[src/rtl/in_out_allocator_pkg.sv]
// params_noc: router port count and port identifiers shared by the allocator
package params_noc;
  localparam int in_Port_Cnt = 5;
  typedef enum logic [2:0] {LOCAL = 3'd0, NORTH = 3'd1, SOUTH = 3'd2, WEST = 3'd3, EAST = 3'd4} inout_Port;
endpackage

[src/rtl/in_out_allocator_round_robin_arbiter.sv]
// round_robin_arbiter: one-hot round-robin pick; pointer moves past each winner
module round_robin_arbiter #(
  parameter int N = 4
) (
  input  logic         clk,
  input  logic         rst_n,
  input  logic [N-1:0] requests,
  output logic [N-1:0] grants
);
  localparam int W = $clog2(N);
  logic [W-1:0] ptr_q, ptr_d, win;
  logic any;
  int k;
  // scan from the pointer; descending loop leaves the nearest requester in win
  always_comb begin
    win = '0;
    any = 1'b0;
    k = 0;
    for (int n = N - 1; n >= 0; n--) begin
      k = int'(ptr_q) + n;
      if (k >= N) k = k - N;
      if (requests[k]) begin
        win = W'(k);
        any = 1'b1;
      end
    end
    grants = (any && !rst_n) ? N'(1) << win : '0;
    ptr_d = any ? ((win == W'(N - 1)) ? '0 : win + W'(1)) : ptr_q;
  end
  // pointer register, cleared while rst_n is high
  always_ff @(posedge clk) ptr_q <= rst_n ? '0 : ptr_d;
endmodule

[src/rtl/in_out_allocator.sv]
// in_out_allocator: separable input-first VC/switch allocator; ALLOC_ASSERT_EN adds grant checks
import params_noc::*;
module in_out_allocator #(
  parameter int vc_Num = 4
) (
  input  logic                               clk,
  input  logic                               rst_n,
  input  logic [in_Port_Cnt-1:0][vc_Num-1:0] request_in,
  input  inout_Port                          inports_Out [in_Port_Cnt-1:0][vc_Num-1:0],
  output logic [in_Port_Cnt-1:0][vc_Num-1:0] grant_o
);
  logic [in_Port_Cnt-1:0][vc_Num-1:0] vc_grant;
  logic [in_Port_Cnt-1:0][in_Port_Cnt-1:0] out_req, ip_grant;
  logic [in_Port_Cnt-1:0] in_won;
  for (genvar g = 0; g < in_Port_Cnt; g++) begin : g_arb
    round_robin_arbiter #(.N(vc_Num)) u_vc (
      .clk(clk), .rst_n(rst_n), .requests(request_in[g]), .grants(vc_grant[g]));
    round_robin_arbiter #(.N(in_Port_Cnt)) u_ip (
      .clk(clk), .rst_n(rst_n), .requests(out_req[g]), .grants(ip_grant[g]));
  end
  // each stage-1 winner requests the output its VC is routed to
  always_comb begin
    out_req = '0;
    for (int i = 0; i < in_Port_Cnt; i++)
      for (int v = 0; v < vc_Num; v++)
        for (int o = 0; o < in_Port_Cnt; o++)
          if (vc_grant[i][v] && int'(inports_Out[i][v]) == o) out_req[o][i] = 1'b1;
  end
  // an input keeps its stage-1 VC only if some output picked it
  always_comb begin
    in_won = '0;
    for (int o = 0; o < in_Port_Cnt; o++)
      for (int i = 0; i < in_Port_Cnt; i++)
        in_won[i] = in_won[i] | ip_grant[o][i];
    for (int i = 0; i < in_Port_Cnt; i++)
      grant_o[i] = (in_won[i] && !rst_n) ? vc_grant[i] : '0;
  end
`ifdef ALLOC_ASSERT_EN
  logic [in_Port_Cnt-1:0][in_Port_Cnt-1:0] out_use;
  // which inputs hold a grant on each output
  always_comb begin
    out_use = '0;
    for (int i = 0; i < in_Port_Cnt; i++)
      for (int v = 0; v < vc_Num; v++)
        for (int o = 0; o < in_Port_Cnt; o++)
          if (grant_o[i][v] && int'(inports_Out[i][v]) == o) out_use[o][i] = 1'b1;
  end
  for (genvar g = 0; g < in_Port_Cnt; g++) begin : g_chk
    a_row_onehot: assert property (@(posedge clk) disable iff (rst_n) $onehot0(grant_o[g]))
      else $error("grant row %0d not one-hot", g);
    a_out_single: assert property (@(posedge clk) disable iff (rst_n) $onehot0(out_use[g]))
      else $error("output %0d granted to several inputs", g);
    a_req_backed: assert property (@(posedge clk) disable iff (rst_n) (grant_o[g] & ~request_in[g]) == '0)
      else $error("grant without request on input %0d", g);
  end
`endif
endmodule

[config.mk]
export PLATFORM = sky130hd
export DESIGN_NAME = in_out_allocator
export DESIGN_NICKNAME = d
export VERILOG_FILES = /design/src/rtl/in_out_allocator_pkg.sv /design/src/rtl/in_out_allocator_round_robin_arbiter.sv /design/src/rtl/in_out_allocator.sv
export SDC_FILE = /design/constraint.sdc
export NUM_CORES = 1
export LEC_CHECK = 0
export BUFFER_PORTS_ARGS = -buffer_cell sky130_fd_sc_hd__buf_2
export CAP_MARGIN = 20
export CORE_AREA = 2 2 137 139
export DETAILED_ROUTE_END_ITERATION = 16
export DIE_AREA = 0 0 139 141
export GPL_ROUTABILITY_DRIVEN = 0
export PLACE_DENSITY = 0.66
export SYNTH_ARGS = -nofsm -noshare
export SYNTH_HDL_FRONTEND = slang
export SYNTH_SLANG_ARGS = --single-unit
[constraint.sdc]
create_clock -name clk -period 4.44 [get_ports clk]
set_input_delay 0.444 -clock clk [delete_from_list [all_inputs] [get_ports clk]]
set_output_delay 0.444 -clock clk [all_outputs]
set_load 0.02 [all_outputs]
[Word level (Yosys, flattened, before mapping)]
Index checks and enable logic that the tools add are counted.
Word-level totals
  flip-flop bits (word level): 25
  output and inout port bits: 20
Cells by class
  add/subtract/negate cells: 90
  magnitude comparators: 90
  eq/ne operators: 90
  shift-type cells: 10
  muxes and demuxes: 395
  bitwise logic cells: 20
  reduce and logical (&&, ||, !) cells: 136
Operators by type and width (number)
  $mux W32: 45
  $ge A32 B4 Y1 const B: 35
  $sub A32 B4 Y32 const B: 35
  $lt A32 B5 Y1 const B: 25
  $lt A32 B4 Y1 const B: 20
  $mux W1: 235
  $eq A3 B3 Y1 const B: 65
  $logic_and A1 B1 Y1: 115
  $mux W3: 30
  $bmux W1 S3: 25
  $eq A3 B2 Y1 const B: 20
  $logic_not A3 Y1: 20
  $mux W2: 25
  $add A3 B2 Y4 const B: 10
  $bmux W1 S2: 20
  $mux W4: 10
  $add A2 B2 Y3 const B: 10
  $mux W5: 5
  $shl A1 B3 Y5 const A: 5
  $add A3 B1 Y4 const B: 5
  $add A3 B3 Y4 const B: 5
  $or A1 B1 Y1: 20
  $shl A1 B2 Y4 const A: 5
  $sub A2 B3 Y4 const B: 5
  8 further kinds: 36

[Longest topological paths before layout]
Gate-level depths: netlist (run 1).
  word-level depth: 33
  depth in mapped cells: 23
  mapped depth without buffers: 22

[Modules after synthesis]
From an unflattened synthesis (run 1), not the netlist that was laid out.
Second synthesis, totals
  cells, all modules: 1209
  area total of the unflattened synthesis: 9968.3 µm²
Modules (own cells, without submodules)
  round_robin_arbiter at g_arb[0].u_ip ...: times used 5, cells an instance 173, area an instance 1462.7 µm², sequential area each 60.1 µm²
  round_robin_arbiter at g_arb[0].u_vc ...: times used 5, cells an instance 31, area an instance 275.3 µm², sequential area each 40.0 µm²
  in_out_allocator: times used 1, cells an instance 189, area an instance 1278.7 µm², sequential area each 0.0 µm²

[Worst setup path before layout (run 1)]
No wires, ideal clock.
  path type: in2out
  from: in request_in[4] (netlist bit)
  to: out grant_o[16] (netlist bit)
  arrival: 4225 ps
  data required time: 3996 ps
  slack: -229 ps
  stages on the path: 22
  buffers on the path: 0
  path through: inv_1 -> nor2_1 -> a21oi_1 -> o22ai_1 -> a21oi_1 -> inv_1 -> ha_1 -> nor4b_1 -> a31oi_1 -> a21oi_2 -> mux2_4 -> a221o_1 -> a21oi_1 -> a211oi_1 -> a221o_1 -> mux2_4 -> inv_1 -> ha_1 -> inv_1 -> nor2_1 -> nor4_2 -> a21boi_1
RTL lines
  start, declared: RTL line in_out_allocator.sv:8  | input logic [in_Port_Cnt-1:0][vc_Num-1:0] request_in,
  end, declared: RTL line in_out_allocator.sv:10  | output logic [in_Port_Cnt-1:0][vc_Num-1:0] grant_o

==> out/qor.yml, run 1 <==
status: "complete, but fails checks"
violations: "negative setup slack"
core_um2: 18300
fin_ws_ns: -0.843
io_buffers: 101
final-hold-violation-count: 0
worstReg2RegStart: "g_arb[2].u_vc.ptr_q[1]$_SDFFE_PP0N_"
clock_latency_ns: 0.28
power.total_uw: 7250
startpoint_type: "register"
finalSetupViolCount: 21
cts_num_sinks: 25
drc: 0
yosysWarnings: 0
grt_max_degree: 20
required_ns: 4.00
whs_path_depth: 2
skew_ns: 0.00340
synth-edff-count: 0
critPathSlowestCell: "nor4_1"
wl_per_cell_um: 19.5
drt-initial-drc-count: 760
synth_ff_type: "dfxtp_1"
hp-start: "g_arb[0].u_vc.ptr_q[0]$_SDFFE_PP0N_"
cts_made_buffers: 3
clk_path_buf_depth: 2
num_io_pins: 102
cts_root_buffer: "clkbuf_16"
cts_tree: "built"
r2r_slack_ns: -0.08
synth_cells: 1145
ant_nets: 0
layout-drive-gt1-share_pct: 43.6
drt-pass1-iter-count: 5
placed_area_um2: 11400
cp_slowest_stage_delay_ns: 0.40
regArea_um2: 515
cts_max_level: 1
cp_top_family: "simple AND/OR/NAND/NOR gates"
power.leakage_uw: 0.00569
area_growth_pct: 52.3
synthArstFlopShare_pct: 0
synth_xor_area_share_pct: 2.56
power_density_nw_per_um2: 558
hold_ws_ns: 0.507
slew-limit-headroom_pct: 59.2
die_h_um: 141
synth_top_family_by_area: "simple AND/OR/NAND/NOR gates"
synth_compound_area_share_pct: 27.4
synth_nets: 1327
critical_path_class: "reg -> out"
syn_area_um2: 8540
fin_area_um2: 13000
final_nets: 1718
synth.distinct_cells: 98
yosysSeqAreaShare_pct: 5.86
grt-ovfl-total: 0
holdBufCountCts: 0
post-route-period-util_pct: 119
synthAdderAreaFrac_pct: 15.1
peakVddDrop_uv: 284
cpMostUsedCell: "buf_4"
multi_input_area_um2: 8680
reg2reg_depth: 22
vias_per_cell: 6.28
start_util_pct: 46.8
dieArea_um2: 19600
path_cells: "nor2_2 -> a21oi_2 -> o22ai_2 -> a21oi_2 -> buf_4 -> ha_1 -> nor4bb_4 -> nor4_2 -> buf_4 -> buf_4 -> nor4_1 -> a21oi_1 -> nor2_1 -> a31oi_1 -> buf_4 -> a31oi_1 -> a21oi_2 -> mux2_4 -> ha_1 -> a32oi_2 -> nand4_1 -> and3_1 -> buf_4"
hpwl_um: 24500
rr_endpoint: "g_arb[2].u_ip.ptr_q[2]$_SDFFE_PP0N_"
drv_slew: 0
grt_pass1_wl_um: 51500
cts.clk_slew.worst_paths_ns: 0.08
tightest_slew_ns: 0.613
min_to: "g_arb[0].u_vc.ptr_q[0]$_SDFFE_PP0N_"
post-route-min-period_ns: 5.28
hold_path_class: "reg -> reg"
synthSimpleGateAreaFrac_pct: 35.3
fmaxAchievable_mhz: 189
antenna_found_initial: 3
fillers: 1339
vias: 11100
crit_buf_inv: 5
synth_seq_cells: 25
synth_area_per_cell_um2: 7.46
maxCapViolCount: 0
grt_pass1_vias: 10500
critPathCaptureType: "primary output"
critical_path.max_fanout: 4
die_x_um: 139
synthMuxAreaShare_pct: 7.57
core.rowCount: 50
wl_um: 34500
grt_usage_pct: 31.4
rsz0062_at_grt: "true"
cp_data_arrival_time_ns: 4.84
[state kept, by name, summed over array words and instances, names as in the netlist]
register and cells:
g_arb.u_vc.ptr_q 10, g_arb.u_ip.ptr_q 15
[worst register-to-register path: cells and delay by family (launching register included)]
family | cells | cell delay (ns)
multiplexers | 2 | 0.69
AND/OR/NAND/NOR | 5 | 0.90
AO/OA/AOI/OAI | 7 | 1.30
flip-flops | 1 | 0.38
buffers and inverters | 6 | 0.76
adder cells (fa/ha/maj) | 2 | 0.43
[through the flow]
step                util, %  setup slack [ns]  TNS (ns)  std cells
detailed placement     62.4            -0.761    -15.56       1731
floorplan                 -           0.00486         0       1145
CTS                    67.6            -0.481     -9.04       1761
global route           71.2            -0.994    -18.15       1772
finish                 71.2            -0.843    -14.38       1772
global placement       62.4            -0.633    -12.55       1731
[metal layers]
metal	vias to the layer above	global-route usage [%]	wire, um	share of wire, %
met1	5292	38.1	13600	40
li1	5174	-	-	-
met5	-	0	0	0
met4	0	11.2	1690	4.9
met2	523	56.8	16700	48
met3	148	4.35	2500	7.3
[cell usage in the layout (no fill, tap or decap), types with 12 or more instances in the layout]
cell / instances
a211oi_1: 18
a21o_1: 16
a21oi_1: 66
a21oi_2: 18
a31oi_1: 18
and3_1: 14
buf_2: 81
buf_4: 308
buf_6: 29
dfxtp_1: 19
ha_1: 66
ha_2: 20
inv_1: 72
mux2i_1: 40
nand2_1: 54
nand2b_1: 28
nand3_1: 37
nand4b_1: 13
nor2_1: 90
nor2b_1: 20
nor3_1: 34
nor4_1: 14
nor4bb_1: 16
nor4bb_2: 14
nor4bb_4: 17
o21a_1: 18
o21ai_0: 23
o22ai_1: 12
xnor2_1: 24
[area by class of cell]
cell class | count | share of cell area (%)
multi-input cells | 998 | 66.7
diodes | 3 | 0.0577
clock buffers | 4 | 0.606
inverters | 87 | 2.53
well taps | 234 | 2.25
flip-flops and latches | 25 | 3.96
repair buffers | 421 | 23.9
[synthesized netlist by cell type, drive strengths merged (6+ instances only)]
| cell | instances | area (um2) |
|---|---|---|
| nor2 | 103 | 389 |
| ha | 95 | 1190 |
| a21oi | 87 | 458 |
| inv | 84 | 315 |
| nand2 | 55 | 209 |
| nor4bb | 47 | 470 |
| mux2i | 44 | 440 |
| nor3 | 39 | 195 |
| nand3 | 37 | 185 |
| o21ai | 36 | 184 |
| nor4 | 31 | 340 |
| nand2b | 28 | 175 |
| buf | 25 | 171 |
| dfxtp | 25 | 500 |
| xnor2 | 24 | 210 |
| a31oi | 23 | 150 |
| a211oi | 22 | 170 |
| nor2b | 21 | 131 |
| and3 | 18 | 113 |
| o21a | 18 | 135 |
| a21o | 16 | 120 |
| nor4b | 15 | 131 |
| o22ai | 15 | 93.8 |
| mux2 | 13 | 161 |
| nand4b | 13 | 114 |
| or3 | 13 | 81.3 |
| a2111oi | 12 | 133 |
| or2 | 11 | 68.8 |
| clkbuf | 10 | 37.5 |
| nand4 | 10 | 62.6 |
| o211ai | 10 | 75.1 |
| and2 | 9 | 56.3 |
| o22a | 9 | 78.8 |
| a22oi | 8 | 73.8 |
| nand3b | 8 | 63.8 |
| a21boi | 7 | 52.6 |
| a31o | 7 | 61.3 |
| o31ai | 7 | 57.6 |
| nor3b | 6 | 45.0 |
[worst max-delay path by stage]
| stage | start | to | slack (ns) | cells after the start |
|---|---|---|---|---|
| 2_1_floorplan | request_in[4] | grant_o[16] | 0.005 | 22 |
| 3_3_place_gp | request_in[4] | grant_o[0] | -0.63 | 23 |
| 3_5_place_dp | request_in[4] | grant_o[13] | -0.76 | 25 |
| 4_1_cts | g_arb[3].u_vc.ptr_q[1]$_SDFFE_PP0N_ | grant_o[7] | -0.48 | 21 |
| 5_1_grt | g_arb[2].u_vc.ptr_q[1]$_SDFFE_PP0N_ | grant_o[6] | -0.99 | 20 |
| 6_report | g_arb[1].u_vc.ptr_q[0]$_SDFFE_PP0N_ | grant_o[6] | -0.84 | 23 |
[report_power, final]
part	internal [uW]	total, uW	switching [uW]
Sequential	287	349	62.1
Clock	124	232	108
Combinational	3150	6670	3520
[timing repair]
action | in CTS | in global routing
setup buffers | 27 | 9
resized for setup | 168 | 109
setup endpoints to repair | 24 | 28
pin swaps | 78 | 46
hold endpoints to repair | 0 | 0
[kinds of logic (layout without fill, tap and decap cells)]
| group | Yosys count | after routing |
|---|---|---|
| adder cells (fa/ha/maj) | 100 | 100 |
| multiplexers | 59 | 59 |
| buffers and inverters | 122 | 512 |
| other | 0 | 3 |
| AO/OA/AOI/OAI | 330 | 330 |
| AND/OR/NAND/NOR | 484 | 484 |
| flip-flops | 25 | 25 |
| XOR/XNOR | 25 | 25 |
(Power assumes the default switching activity.)
==> run 2, diff against run 1 <==
--- a/config.mk
+++ b/config.mk
@@ -5,7 +5,7 @@
 export SDC_FILE = /design/constraint.sdc
 export NUM_CORES = 1
 export LEC_CHECK = 0
-export BUFFER_PORTS_ARGS = -buffer_cell sky130_fd_sc_hd__buf_2
+export BUFFER_PORTS_ARGS = -buffer_cell sky130_fd_sc_hd__clkbuf_2
 export CAP_MARGIN = 20
 export CORE_AREA = 2 2 137 139
 export DETAILED_ROUTE_END_ITERATION = 16
==> out/qor.yml, run 2 (synthesized netlist as in run 1, its figures left out) <==
status: "complete, but fails checks"
violations: "negative setup slack"
power.total_uw: 7830
critical_path.max_fanout: 5
combinationalPowerShare_pct: 92.6
cts_max_level: 1
peakVddDrop_uv: 352
grt-ovfl-total: 0
area_growth_pct: 60.1
finalSetupViolCount: 26
cpMostUsedCell: "buf_4"
power_frac_clock_pct: 2.9
intPower_uw: 3850
vias: 11800
p_sw_uw: 3980
drt-pass1-iter-count: 6
slew-limit-headroom_pct: 55.5
drv_slew: 0
power_density_nw_per_um2: 572
cts.clk_slew.worst_paths_ns: 0.08
io_buffers: 101
dieArea_um2: 19600
core_um2: 18300
path_cells: "a21oi_1 -> o21a_1 -> o22a_1 -> inv_2 -> ha_4 -> buf_4 -> nor2b_2 -> buf_4 -> a32o_2 -> o211a_1 -> o21a_1 -> a221o_1 -> nand2_1 -> o21ai_1 -> a221o_1 -> mux2_4 -> inv_1 -> buf_4 -> ha_1 -> nand3b_1 -> nand4_1 -> and3_1 -> clkbuf_8"
ant_nets: 0
maxCapViolCount: 0
die_h_um: 141
critPathSlowestCell: "dfxtp_4"
cts_root_buffer: "clkbuf_16"
final_cell_mix: "352 x buf_4, 90 x nor2_1, 82 x clkbuf_2"
top_regs: "g_arb.u_ip.ptr_q (15), g_arb.u_vc.ptr_q (10)"
cts_tree: "built"
r2r_slack_ns: -0.12
post-route-min-period_ns: 5.36
cp_slowest_stage_delay_ns: 0.37
final_nets: 1773
grt_usage_pct: 32.1
fin_area_um2: 13700
critPathCaptureType: "primary output"
fmaxAchievable_mhz: 186
core.rowCount: 50
crit_buf_inv: 6
holdBufCountCts: 0
regArea_um2: 522
clock_latency_ns: 0.28
cp_top_family: "compound AO/OA/AOI/OAI gates"
grtUsageMet3_pct: 4.59
wl_um: 39100
switching_share_pct: 50.9
rsz0062_at_grt: "true"
die_x_um: 139
drt-initial-drc-count: 1330
post-route-period-util_pct: 121
largest_reg_flops: 15
multi_input_area_um2: 8890
largest_register: "g_arb.u_ip.ptr_q"
cts_made_buffers: 3
fin_ws_ns: -0.925
vias_per_cell: 6.46
met1_usage_pct: 41.0
skew_ns: 0.00174
power.leakage_uw: 0.00606
grtUsageMet2_pct: 55.3
layout-drive-gt1-share_pct: 47.2
cts_num_sinks: 25
final-hold-violation-count: 0
antenna_found_initial: 1
critical_path_class: "reg -> out"
tns_ns: -17.52
clk_path_buf_depth: 2
start_util_pct: 46.8
hpwl_um: 25200
top_usage_layer: "met2"
fillers: 1221
grt_pass1_vias: 10600
dp_slack_ns: -0.874
placed_area_um2: 11500
cp_data_arrival_time_ns: 4.92
hold_path_class: "reg -> reg"
drc: 0
final_common_cell: "buf_4"
grt_pass1_wl_um: 52500
p_seq_share_pct: 4.4
grt_max_degree: 20
required_ns: 4.00
tightest_slew_ns: 0.661
startpoint_type: "register"
wl_per_cell_um: 21.4
num_io_pins: 102
## run 2: cell types whose count changed in the layout (fill, tap and decap cells not counted), moves of 6 or more
| cell | previous run | this run |
|---|---|---|
| buf_2 | 81 | 3 |
| buf_4 | 308 | 352 |
| clkbuf_2 | 0 | 82 |
| clkbuf_8 | 0 | 11 |
| ha_4 | 9 | 15 |
| inv_1 | 72 | 66 |
| nor4bb_2 | 14 | 6 |
## run 2: what timing repair did
action / CTS / global route
endpoints found under the setup margin: 28 / 30
hold endpoints to repair: 0 / 0
pin swaps: 41 / 84
resized for setup: 158 / 178
setup buffers: 53 / 20
cloned: 0 / 0
## run 2: path summary, 6_finish.rpt
| kind | from | cells past startpoint | to |
|---|---|---|---|
| setup / recovery | g_arb[2].u_vc.ptr_q[1]$_SDFFE_PP0N_ | 23 | grant_o[8] |
| hold / removal | g_arb[0].u_vc.ptr_q[0]$_SDFFE_PP0N_ | 2 | g_arb[0].u_vc.ptr_q[0]$_SDFFE_PP0N_ |
| setup reg to reg | g_arb[2].u_vc.ptr_q[1]$_SDFFE_PP0N_ | 22 | g_arb[3].u_ip.ptr_q[2]$_SDFFE_PP0N_ |
| hold reg to reg | g_arb[0].u_vc.ptr_q[0]$_SDFFE_PP0N_ | 2 | g_arb[0].u_vc.ptr_q[0]$_SDFFE_PP0N_ |
## run 2: stage by stage
step | std cells | hold slack (ns) | util (%)
floorplan | 1145 | 0.468 | -
global placement | 1751 | 0.498 | 63.1
detailed placement | 1751 | 0.502 | 63.1
CTS | 1808 | 0.502 | 69.8
global route | 1824 | 0.556 | 74.9
finish | 1825 | 0.535 | 74.9
## run 2: tightest hold or removal path, stage by stage, from the launching register on
cell and delay (ns):
dfxtp_4 0.36, inv_1 0.07, a211oi_1 0.07
## run 2: routing by layer
metal	up-vias	wire, um
met5	-	0
met3	233	3490
met1	5569	14900
li1	5279	-
met4	0	2590
met2	702	18100
## run 2: area by class of cell
cell class | instances | area share (%)
inverters | 87 | 2.44
well taps | 234 | 2.14
multi-input cells | 998 | 65.0
repair buffers | 476 | 26.0
clock buffers | 4 | 0.576
flip-flops and latches | 25 | 3.81
diodes | 1 | 0.0183
## run 2: power groups by stage
stage          clock (uW)  combinational, uW  sequential, uW
2_1_floorplan           0               3420             356
3_3_place_gp            0               5460             342
3_5_place_dp            0               5570             345
4_1_cts               227               6260             342
5_1_grt               234               7680             355
6_report              231               7250             346
==> run 3, diff against run 2 <==
==> constraint.sdc (replaced) <==
create_clock -name clk -period 4.44 [get_ports clk]
set_input_delay 0.444 -clock clk [delete_from_list [all_inputs] [get_ports clk]]
set_output_delay 0.444 -clock clk [all_outputs]
set_load 0.05 [all_outputs]
==> out/qor.yml, run 3 (synthesized netlist as in run 1, its figures left out) <==
post-place-cells: 1758
critical_path.max_fanout: 6
top_regs: "g_arb.u_ip.ptr_q (15), g_arb.u_vc.ptr_q (10)"
drt-pass1-iter-count: 8
skew_ns: 0.0183
hpwl_um: 25500
critPathSlowestCell: "mux4_2"
cts_max_level: 1
wl_um: 37500
peakVddDrop_uv: 421
slew-limit-headroom_pct: 59.8
cp_slowest_stage_delay_ns: 0.51
dp_slack_ns: -0.898
dieArea_um2: 19600
grt_usage_pct: 31.8
diodes: 0
cpMostUsedCell: "buf_4"
critical_path_class: "reg -> out"
tightest_slew_ns: 0.597
drt-initial-drc-count: 1172
area_growth_pct: 59.2
cts_tree: "built"
clk_path_buf_depth: 2
cp_data_arrival_time_ns: 4.88
antenna_found_initial: 0
grt-ovfl-total: 0
clock_latency_ns: 0.29
final_common_cell: "buf_4"
hold_path_class: "reg -> reg"
die_x_um: 139
core.rowCount: 50
grt_pass1_vias: 10600
post-route-min-period_ns: 5.33
grt_pass1_wl_um: 51700
core_um2: 18300
post-route-period-util_pct: 120
num_io_pins: 102
violations: "negative setup slack"
cts_num_sinks: 25
critPathCaptureType: "primary output"
die_h_um: 141
drv_slew: 0
vias_per_cell: 6.48
fmaxAchievable_mhz: 188
fin_ws_ns: -0.887
finalSetupViolCount: 23
layout-drive-gt1-share_pct: 46.3
drc: 0
grt_max_degree: 28
power.leakage_uw: 0.00595
start_util_pct: 46.8
vias: 11700
wl_per_cell_um: 20.8
path_cells: "mux2i_1 -> nor2_1 -> nor3_2 -> buf_4 -> inv_4 -> ha_4 -> nor4bb_4 -> a311oi_1 -> buf_4 -> a21oi_4 -> mux4_2 -> a21boi_2 -> a31o_2 -> a311oi_2 -> o31ai_2 -> inv_1 -> ha_2 -> a32oi_2 -> nand4_1 -> buf_6 -> and3_2 -> buf_8"
final_cell_mix: "342 x buf_4, 88 x nor2_1, 81 x clkbuf_2"
final_nets: 1754
cts.clk_slew.worst_paths_ns: 0.10
startpoint_type: "register"
ant_nets: 0
r2r_slack_ns: -0.15
final-hold-violation-count: 0
power_density_nw_per_um2: 568
final_cells: 1805
required_ns: 4.00
largest_reg_flops: 15
status: "complete, but fails checks"
cts_root_buffer: "clkbuf_16"
cts_made_buffers: 3
maxCapViolCount: 0
power.total_uw: 7720
rsz0062_at_grt: "true"
largest_register: "g_arb.u_ip.ptr_q"
io_buffers: 101
==> run 3: cell count changes in the layout (fill, tap and decap cells not counted), moves of 6 or more <==
cell,change
buf_4,-10
a21oi_2,-6
ha_2,-6
clkbuf_8,-8
buf_8,+11
buf_6,-16
==> run 3: final cells by class <==
type / count / area (um2)
clock buffers: 3 / 75.1
clock inverters: 1 / 7.51
fillers: 1253 / 4670
inverters: 87 / 339
multi-input cells: 998 / 8830
flip-flops and latches: 25 / 520
well taps: 234 / 293
repair buffers: 457 / 3530
==> run 3: per-stage QoR <==
stage / util, % / instance area (um2) / TNS, ns / hold WS [ns]
floorplan: - / 8840 / 0 / 0.468
global placement: 64.6 / 11800 / -14.25 / 0.552
detailed placement: 64.6 / 11800 / -18.46 / 0.568
CTS: 69.4 / 12700 / -11.15 / 0.555
global route: 74.5 / 13600 / -20.12 / 0.622
finish: 74.5 / 13600 / -16.37 / 0.595
==> run 3: path summary, 6_finish.rpt <==
path | end | startpoint | depth (start not counted)
worst max-delay path | grant_o[3] | g_arb[2].u_vc.ptr_q[1]$_SDFFE_PP0N_ | 22
worst min-delay path | g_arb[0].u_ip.ptr_q[1]$_SDFFE_PP0N_ | g_arb[0].u_ip.ptr_q[1]$_SDFFE_PP0N_ | 2
worst min register to register | g_arb[0].u_ip.ptr_q[1]$_SDFFE_PP0N_ | g_arb[0].u_ip.ptr_q[1]$_SDFFE_PP0N_ | 2
worst max register to register | g_arb[1].u_ip.ptr_q[2]$_SDFFE_PP0N_ | g_arb[2].u_vc.ptr_q[1]$_SDFFE_PP0N_ | 21
==> run 3: where the power goes <==
| part | switching, uW | internal (uW) |
|---|---|---|
| clock | 121 | 124 |
| sequential | 63.1 | 289 |
| combinational | 3800 | 3330 |
| total | 3980 | 3740 |
==> run 3: what timing repair did <==
item / in CTS / in global routing
pin swaps: 49 / 66
gates cloned: 0 / 0
endpoints found under the setup margin: 25 / 28
hold buffers: 0 / 0
resized for setup: 127 / 158
setup buffers: 23 / 23
==> run 3: per-layer routing <==
metal	GRT usage (%)	wire length (um)	vias up	share of wire (%)
met5	0	0	-	0
met4	12.9	2150	0	5.7
met2	56.4	17900	764	48
met1	39.1	14100	5484	38
met3	3.87	3310	221	8.8
li1	-	-	5236	-
==> run 3: worst max-delay path: cells and delay by family (launching register included) <==
family / cells / cell delay (ns)
compound gates: 7 / 1.42
buf+inv: 6 / 0.91
flops: 1 / 0.39
mux: 2 / 0.70
simple gates: 5 / 0.75
fa+ha+maj: 2 / 0.39
